`config.mk`:
```
export PLATFORM = sky130hd
export DESIGN_NAME = csr_trap_unit
export DESIGN_NICKNAME = d
export VERILOG_FILES = /design/src/rtl/csr_pkg.sv /design/src/rtl/irq_prio_enc.sv /design/src/rtl/csr_trap_unit.sv
export SDC_FILE = /design/constraint.sdc
export NUM_CORES = 1
export LEC_CHECK = 0
export BUFFER_PORTS_ARGS = -buffer_cell sky130_fd_sc_hd__buf_4
export CAP_MARGIN = 20
export CORE_MARGIN = 2
export CORE_UTILIZATION = 40
export DETAILED_ROUTE_END_ITERATION = 12
export PLACE_DENSITY = 0.67
export SLEW_MARGIN = 20
export SYNTH_ARGS = -nofsm -noshare
export SYNTH_HDL_FRONTEND = slang
export SYNTH_SLANG_ARGS = --single-unit
```
`constraint.sdc`:
```
create_clock -name clk -period 5.7 [get_ports clk]
set_clock_uncertainty 0.2 [all_clocks]
set_input_delay 0.855 -clock clk [delete_from_list [all_inputs] [get_ports clk]]
set_output_delay 0.855 -clock clk [all_outputs]
set_load 0.02 [all_outputs]
```
`src/rtl/csr_pkg.sv`:
```
// Shared constants for the machine-mode CSR file and trap controller:
// CSR addresses, interrupt cause numbering, CSR op encodings, FSM states.
package csr_pkg;

    localparam logic [11:0] CSR_MSTATUS = 12'h300;
    localparam logic [11:0] CSR_MIE     = 12'h304;
    localparam logic [11:0] CSR_MTVEC   = 12'h305;
    localparam logic [11:0] CSR_MEPC    = 12'h341;
    localparam logic [11:0] CSR_MCAUSE  = 12'h342;
    localparam logic [11:0] CSR_MIP     = 12'h344;

    // Channel 0 is the machine timer (cause 7); channel k>=1 maps to cause 15+k.
    localparam logic [4:0] CAUSE_MTI      = 5'd7;
    localparam logic [4:0] CAUSE_IRQ_BASE = 5'd15;

    // Only MIE (bit 3) and MPIE (bit 7) exist in mstatus.
    localparam logic [31:0] MSTATUS_MASK = 32'h0000_0088;

    typedef enum logic [1:0] {
        CSR_OP_NONE  = 2'b00,
        CSR_OP_WRITE = 2'b01,
        CSR_OP_SET   = 2'b10,
        CSR_OP_CLEAR = 2'b11
    } csr_op_e;

    typedef enum logic {
        ST_RUN   = 1'b0,
        ST_FLUSH = 1'b1
    } trap_state_e;

    // The cause number doubles as the mip/mie bit position of a channel.
    function automatic logic [4:0] chan_cause(input int k);
        logic [4:0] c;
        if (k == 0) c = CAUSE_MTI;
        else        c = CAUSE_IRQ_BASE + 5'(k);
        return c;
    endfunction

    function automatic logic [31:0] csr_apply(input csr_op_e op, input logic [31:0] old_val,
                                              input logic [31:0] wdata);
        logic [31:0] r;
        case (op)
            CSR_OP_WRITE: r = wdata;
            CSR_OP_SET:   r = old_val | wdata;
            CSR_OP_CLEAR: r = old_val & ~wdata;
            default:      r = old_val;
        endcase
        return r;
    endfunction

endpackage

```
`src/rtl/irq_prio_enc.sv`:
```
// Fixed-priority encoder over pending-and-enabled interrupt channels.
// Lowest channel index wins; cause is the architectural cause number.
module irq_prio_enc
    import csr_pkg::*;
#(
    parameter int NUM_IRQ = 4
) (
    input  logic [NUM_IRQ-1:0] pend,
    output logic               any,
    output logic [4:0]         cause
);

    // Scan from the top channel down so the lowest pending index is assigned last.
    always_comb begin
        any   = |pend;
        cause = '0;
        for (int k = NUM_IRQ - 1; k >= 0; k--) begin
            if (pend[k]) cause = chan_cause(k);
        end
    end

endmodule

```
`src/rtl/csr_trap_unit.sv`:
```
// Machine-mode CSR file (mstatus/mie/mip/mtvec/mepc/mcause) and trap/mret
// redirect controller with NUM_IRQ level-sensitive interrupt channels.
// Optional feature macro: CSR_VECTORED_EN enables vectored mtvec mode.
//
// state | meaning
// RUN   | normal operation, traps/mret/CSR writes accepted
// FLUSH | one cycle after a trap or mret while the pipeline refills
module csr_trap_unit
    import csr_pkg::*;
#(
    parameter int NUM_IRQ = 4
) (
    input  logic               clk,
    input  logic               rst,
    input  logic [NUM_IRQ-1:0] irq,
    input  logic               instr_valid_de,
    input  logic [31:0]        pc_de,
    input  logic               csr_rf_rd,
    input  logic               csr_rf_wr,
    input  logic [1:0]         csr_op,
    input  logic [11:0]        csr_addr,
    input  logic [31:0]        csr_wdata,
    input  logic               mret,
    output logic [31:0]        csr_rdata,
    output logic               trap_taken,
    output logic [31:0]        trap_pc,
    output logic               mret_taken,
    output logic [31:0]        epc
);

`ifdef CSR_VECTORED_EN
    // bit 0 is the mode bit (1 = vectored); bit 1 stays 0.
    localparam logic [31:0] MTVEC_MASK = 32'hFFFF_FFFD;
`else
    localparam logic [31:0] MTVEC_MASK = 32'hFFFF_FFFC;
`endif

    trap_state_e state_q, state_d;
    logic [31:0] mstatus_q, mstatus_d;
    logic [31:0] mie_q, mie_d;
    logic [31:0] mip_q, mip_d;
    logic [31:0] mtvec_q, mtvec_d;
    logic [31:0] mepc_q, mepc_d;
    logic [31:0] mcause_q, mcause_d;

    logic [31:0]        chan_mask;
    logic [NUM_IRQ-1:0] pend;
    logic               pend_any;
    logic [4:0]         irq_cause;
    logic               in_run;
    logic               wr_en;
    logic [31:0]        csr_old;
    logic [31:0]        csr_new;
    logic [31:0]        mtvec_base;

    // Map channels onto their mip/mie bit positions and form the pending vector.
    always_comb begin
        chan_mask = '0;
        mip_d     = '0;
        pend      = '0;
        for (int k = 0; k < NUM_IRQ; k++) begin
            chan_mask[chan_cause(k)] = 1'b1;
            mip_d[chan_cause(k)]     = irq[k];
            pend[k]                  = mip_q[chan_cause(k)] & mie_q[chan_cause(k)];
        end
    end

    irq_prio_enc #(
        .NUM_IRQ (NUM_IRQ)
    ) u_prio_enc (
        .pend  (pend),
        .any   (pend_any),
        .cause (irq_cause)
    );

    // CSR read mux and redirect decisions.
    always_comb begin
        in_run     = (state_q == ST_RUN);
        trap_taken = in_run & instr_valid_de & ~mret & mstatus_q[3] & pend_any;
        mret_taken = in_run & instr_valid_de & mret;
        wr_en      = csr_rf_wr & in_run & ~trap_taken;
        case (csr_addr)
            CSR_MSTATUS: csr_old = mstatus_q;
            CSR_MIE:     csr_old = mie_q;
            CSR_MIP:     csr_old = mip_q;
            CSR_MTVEC:   csr_old = mtvec_q;
            CSR_MEPC:    csr_old = mepc_q;
            CSR_MCAUSE:  csr_old = mcause_q;
            default:     csr_old = '0;
        endcase
        csr_new    = csr_apply(csr_op_e'(csr_op), csr_old, csr_wdata);
        csr_rdata  = (csr_rf_rd && in_run) ? csr_old : '0;
        epc        = mepc_q;
        mtvec_base = mtvec_q & 32'hFFFF_FFFC;
        trap_pc    = mtvec_base;
`ifdef CSR_VECTORED_EN
        if (mtvec_q[0]) trap_pc = mtvec_base + {25'd0, irq_cause, 2'b00};
`endif
    end

    // Next-state for the FSM and CSRs; a trap overrides the same-cycle CSR write.
    always_comb begin
        state_d   = state_q;
        mstatus_d = mstatus_q;
        mie_d     = mie_q;
        mtvec_d   = mtvec_q;
        mepc_d    = mepc_q;
        mcause_d  = mcause_q;
        case (state_q)
            ST_RUN:   if (trap_taken || mret_taken) state_d = ST_FLUSH;
            default:  state_d = ST_RUN;
        endcase
        if (trap_taken) begin
            mepc_d       = pc_de & 32'hFFFF_FFFC;
            mcause_d     = {1'b1, 26'd0, irq_cause};
            mstatus_d[7] = mstatus_q[3];
            mstatus_d[3] = 1'b0;
        end else if (wr_en) begin
            case (csr_addr)
                CSR_MSTATUS: mstatus_d = csr_new & MSTATUS_MASK;
                CSR_MIE:     mie_d     = csr_new & chan_mask;
                CSR_MTVEC:   mtvec_d   = csr_new & MTVEC_MASK;
                CSR_MEPC:    mepc_d    = csr_new & 32'hFFFF_FFFC;
                CSR_MCAUSE:  mcause_d  = csr_new;
                default:     ;
            endcase
        end
        // mret restores from the pre-instruction MPIE.
        if (mret_taken) begin
            mstatus_d[3] = mstatus_q[7];
            mstatus_d[7] = 1'b1;
        end
    end

    // State and CSR registers with synchronous reset.
    always_ff @(posedge clk) begin
        if (rst) begin
            state_q   <= ST_RUN;
            mstatus_q <= '0;
            mie_q     <= '0;
            mip_q     <= '0;
            mtvec_q   <= '0;
            mepc_q    <= '0;
            mcause_q  <= '0;
        end else begin
            state_q   <= state_d;
            mstatus_q <= mstatus_d;
            mie_q     <= mie_d;
            mip_q     <= mip_d;
            mtvec_q   <= mtvec_d;
            mepc_q    <= mepc_d;
            mcause_q  <= mcause_d;
        end
    end

endmodule

```
* Word level (Yosys, flattened, before mapping)
Index checks and enable logic that the tools add are counted.
Operators by class: bitwise logic cells 17, reduce and logical (&&, ||, !) cells 16, equality and inequality tests 9, muxes and demuxes 20
Operator list (number):
- 2-to-1 mux 32 bit | 7
- case mux 32 bit (6 select lines) | 1
- case mux 32 bit (3 select lines) | 1
- == test 12 x 10 -> 1 bit (second input constant) | 6
- bitwise AND 32 bit | 1
- inverter 32 bit | 1
- bitwise OR 32 bit | 1
- 2-to-1 mux 5 bit | 4
- 2-to-1 mux 8 bit | 2
- bitwise AND 1 bit | 11
- AND reduction 2 bit | 4
- AND reduction 3 bit | 2
- nonzero test 2 bit | 3
- nonzero test 3 bit | 2
- 2-to-1 mux 1 bit | 5
- == test 2 bit (second input constant) | 2
- OR reduction 2 bit | 2
- OR reduction 4 bit | 1
- inverter 1 bit | 3
- == test 2 x 1 -> 1 bit (second input constant) | 1
- logical AND 1 bit | 1
- logical OR 1 bit | 1
Storage, ports and cells: output and inout port bits 98, register bits after elaboration 131, logic and storage cells 71, input port bits 88

* Longest topological paths before layout
word-level depth 10, depth in mapped cells 9

* By module
A second synthesis with hierarchy kept.
Second synthesis, totals: cells, all modules 695, area, all modules 5570.3 um^2
Modules (own cells, without submodules):
- csr_trap_unit | seq. area each 2062.0 um^2, times used 1, cells an instance 685, area each 5509.0 um^2
- irq_prio_enc | seq. area each 0.0 um^2, times used 1, cells an instance 10, area each 61.3 um^2

* Worst setup path after synthesis
OpenSTA, ideal clock, no wires.
path kind input port to output port, start in csr_addr[5], end out csr_rdata[7], arrival time 2.822 ns, stages 7, slack 1.823 ns, required time 4.645 ns, path buffers 3, cell sequence or4_4 -> buf_6 -> nor4_4 -> buf_6 -> buf_4 -> nand2_1 -> a41oi_1
On the way: longest elaborated chain between the ends 3
Ends and longest elaborated chain:
- from (decl) | line csr_trap_unit.sv:21 | input logic [11:0] csr_addr,
- == test 12 x 10 -> 1 bit | line csr_trap_unit.sv:82 | case (csr_addr)
- case mux 32 bit (6 select lines) (*) | line csr_trap_unit.sv:82
- 2-to-1 mux 32 bit (*) | line csr_trap_unit.sv:92 | csr_rdata = (csr_rf_rd && in_run) ? csr_old : '0;
- to (decl) | line csr_trap_unit.sv:24 | output logic [31:0] csr_rdata,
Mark *: on every way between the ends. The rest lies on a longest branch, timed or not.

* Worst setup path after layout
start in csr_addr[10], end out csr_rdata[16]
Same word-level chain as after synthesis.

==> qor.txt <==
Status: complete, no violations
Post-synthesis mux area share: 0.00523
Post-CTS Setup Bufs: 0
Final RePlAce weighted congestion: 0.890
CTS clk-pin slew, worst paths: 70 ps
Mapped cell area: 0.00598 mm2
Hold wc startpoint: mcause_q[17]
Number of flops mapped to enable cells by yosys: 0
Clock latency on the worst-skew pair: 360 ps
Die Y: 126 um
Family with the most delay on the worst path: simple AND/OR/NAND/NOR gates
Setup_tns: 0 ps
Sw frac: 0.274
Vias in the first global route: 6411
Via density: 6.32
Pwr dens: 199 mW/mm2
Worst EP required: 4640 ps
Cell mode on critical path: buf_4
Overflow after GRT: 0
Final Cycle Share: 0.774
Inserted Clock Buffers: 9
Wire length per cell: 21.9 um
Synth Area per Inst: 8.35 um2
Met2 WL: 10800 um
Net switching power figure: 0.000415 W
Global-route wire length before repair: 35000 um
Cells along the critical path: buf_4 -> nand4bb_1 -> nor4_2 -> a221oi_1 -> a21oi_1 -> buf_4
Top cells by area, synth: dfxtp_1 34%, nor2_1 7.6%, a211oi_2 4.6%, a222oi_1 4.0%, a22oi_1 3.8%
PostCTS Resize Cnt: 0
Row Count: 44
CTS tree: done
All-Layer GR Usage: 0.276
Initial core utilization: 0.410
Fin. Hold Viols: 0
Yosys top cell by area: dfxtp_1
Cell-internal power: 0.00110 W
Startpoint types: input port
Unrepaired setup endpoints after global routing: no
Setup crit end kind: output port
HP Class: register to register
First DRT Iteration DRCs: 757
Critical Setup Path Class: input port to output port
Ys async rst share: 0
Initial antenna violation count: 1
Lkg Pwr: 2.91 nW
Least-Margin Pin Slew: 1110 ps
Slew HR: 0.255
Clock Tree Buf Depth: 2
Synth Area in Simple Gates: 0.222
Ports: 186
Peak supply drop: 0.147 mV
Worst path max stage delay: 1080 ps
Largest net degree at the start of global routing: 74
Setup slack, reg-to-reg: 2190 ps
DIE AREA: 0.0159 mm2
Drt drc: 0
Die Wd: 126 um
CP bufs+invs: 2
Yosys cell types: 66
Adder-cell share of the synthesized area: 0
CP max stage cell: nor4_2
CTS sink cnt: 103
Sequential fraction of the synthesis area: 0.345
Port bufs: 179
Top Layer Used: met4
Vias: 6574
Area fraction in compound gates after synthesis: 0.361
Worst r2r path cells: 7
Layout fillers: 1379
Clock power share: 0.400
Max H-tree Level: 3
Met1 Wirelength: 9350 um
Crit path time final: 4410 ps
Sequential power share: 0.478
# Max-Cap Violations: 0
Worst r2r src: mip_q[16]
Finished Cell Area: 0.00762 mm2
Final wirelength: 22800 um
Xor and xnor fraction of the mapped netlist area: 0.00440
Routed wl met3: 2040 um
Synth top area share: 0.345
Post-Syn Instances: 716
Area grow syn2layout: 27.5%
First-pass detailed-route iteration total: 9
#FFs+latches synth: 103
Root buffer cell: clkbuf_16
Power share of the combinational group: 0.122
Largest family of logic cells by synthesized area: compound AO/OA/AOI/OAI gates
Post-synth top flop: dfxtp_1
Hold depth: 2
Slew Limit Fails: 0
Synth warnings: 0
Crit-path max FO: 9
Worst Hold End: mcause_q[17]
Final HPWL from detailed placement: 14800 um
Fmax: 0.227 GHz
RR Endpoint: mtvec_q[2]
# hold bufs at CTS: 0
Share of cells above drive strength 1: 0.306
Final nets: 938
# setup viols final: 0
Critical path data arrival time: 3350 ps
Placed Area: 0.00734 mm2
Core area: 0.0146 mm2
Routed Antenna Nets: 0
[cell usage after synthesis (2+ instances only)]
master and count:
a21boi_0 25, buf_1 2, a221oi_1 2, nor2b_1 8, o21ai_0 12, xnor2_1 2, a31oi_1 7, o221a_2 16
nand2_1 55, nor4_1 3, nand3b_1 5, or3b_2 2, nor4_4 2, nor3b_1 23, a22oi_1 30, mux2i_1 2
buf_4 8, a211o_1 2, a21oi_1 30, and2_1 5, a21o_1 3, o32ai_1 2, a211oi_1 14, inv_1 8
nor3_1 8, a22o_1 2, o22ai_1 3, o221a_1 6, a32oi_1 3, nand3_1 12, dfxtp_1 103, nor2_1 121
and3_1 6, buf_6 3, clkbuf_1 47, o21a_1 23, a222oi_1 24, o2bb2ai_1 22, buf_2 11, nand4bb_1 2
a211oi_2 22, nand2b_1 6
[power groups by stage]
stage          sequential (W)  clock [W]  combinational [W]
6_report             0.000725   0.000606           0.000186
3_3_place_gp         0.000741          0           0.000177
4_1_cts              0.000725   0.000612           0.000182
2_1_floorplan        0.000740          0          0.0000956
5_1_grt              0.000725   0.000633           0.000197
3_5_place_dp         0.000741          0           0.000181
[cell type report]
cell class                 count  area (um2)  area share
inverter                      10        37.5     0.00492
multi-input combinational    535        3570       0.469
clock buffer                  10         239      0.0313
timing repair buffer         191        1430       0.188
tap                          184         230      0.0302
sequential                   103        2060       0.270
clock inverter                 6        46.3     0.00607
antenna                        1        2.50    0.000328
[per-layer routing]
layer,vias up,global-route usage
li1,2953,-
met1,3213,0.359
met2,365,0.463
met3,43,0.0408
met4,0,0.105
met5,-,0
[cell families after synthesis]
| family | Yosys count |
|---|---|
| AO/OA/AOI/OAI | 256 |
| AND/OR/NAND/NOR | 269 |
| XOR/XNOR | 3 |
| other | 1 |
| flip-flops | 103 |
| multiplexers | 3 |
| buffers and inverters | 81 |
[flip-flops by register name, indices dropped and copies added, names as in the netlist]
name,cells
mcause_q,32
epc,30
mtvec_q,30
mie_q,4
mip_q,4
mstatus_q,2
state_q,1
[worst reg2reg max path: stages (launching register included)]
cell	delay, ps
dfxtp_1	360
a222oi_1	450
a21o_1	480
inv_2	420
nor2_1	240
nand2_1	670
a211oi_1	470
nor3_1	70
[placed cells by master, fill, tap and decap left out, types with 3 or more instances in the layout]
cell       synthesis  final
buf_4              8    191
nor2_1           121    119
dfxtp_1          103    103
nand2_1           55     55
a22oi_1           30     30
a21oi_1           30     29
a21boi_0          25     25
a222oi_1          24     24
nor3b_1           23     23
o21a_1            23     23
a211oi_2          22     22
o2bb2ai_1         22     22
o221a_2           16     16
a211oi_1          14     14
nand3_1           12     12
o21ai_0           12     12
clkbuf_16          0      9
inv_1              8      8
nor2b_1            8      8
nor3_1             8      8
a31oi_1            7      7
nand2b_1           6      6
and3_1             6      6
o221a_1            6      6
nand3b_1           5      5
and2_1             5      4
conb_1             1      4
a21o_1             3      3
a32oi_1            3      3
nor4_1             3      3
o22ai_1            3      3
clkinv_4           0      3
[worst max path at each step]
stage	slack [ps]	cells after the start	end	from
after floorplan	1820	7	csr_rdata[7]	csr_addr[5]
after global placement	1380	8	csr_rdata[10]	csr_addr[10]
after detailed placement	1380	8	csr_rdata[11]	csr_addr[10]
after CTS	1360	8	csr_rdata[11]	csr_addr[10]
after global routing	1120	8	csr_rdata[12]	csr_addr[10]
final	1290	6	csr_rdata[16]	csr_addr[10]
[per-stage QoR]
stage | hold WS (ps) | cells | utilization | power (W) | worst slack [ps]
after floorplan | 232 | 719 | - | 0.000836 | 1820
after global placement | 249 | 1023 | 0.503 | 0.000919 | 1380
after detailed placement | 264 | 1023 | 0.503 | 0.000923 | 1380
after CTS | 273 | 1039 | 0.522 | 0.00152 | 1360
after global routing | 289 | 1040 | 0.523 | 0.00156 | 1120
final | 280 | 1040 | 0.523 | 0.00152 | 1290
(Power assumes the default switching activity.)
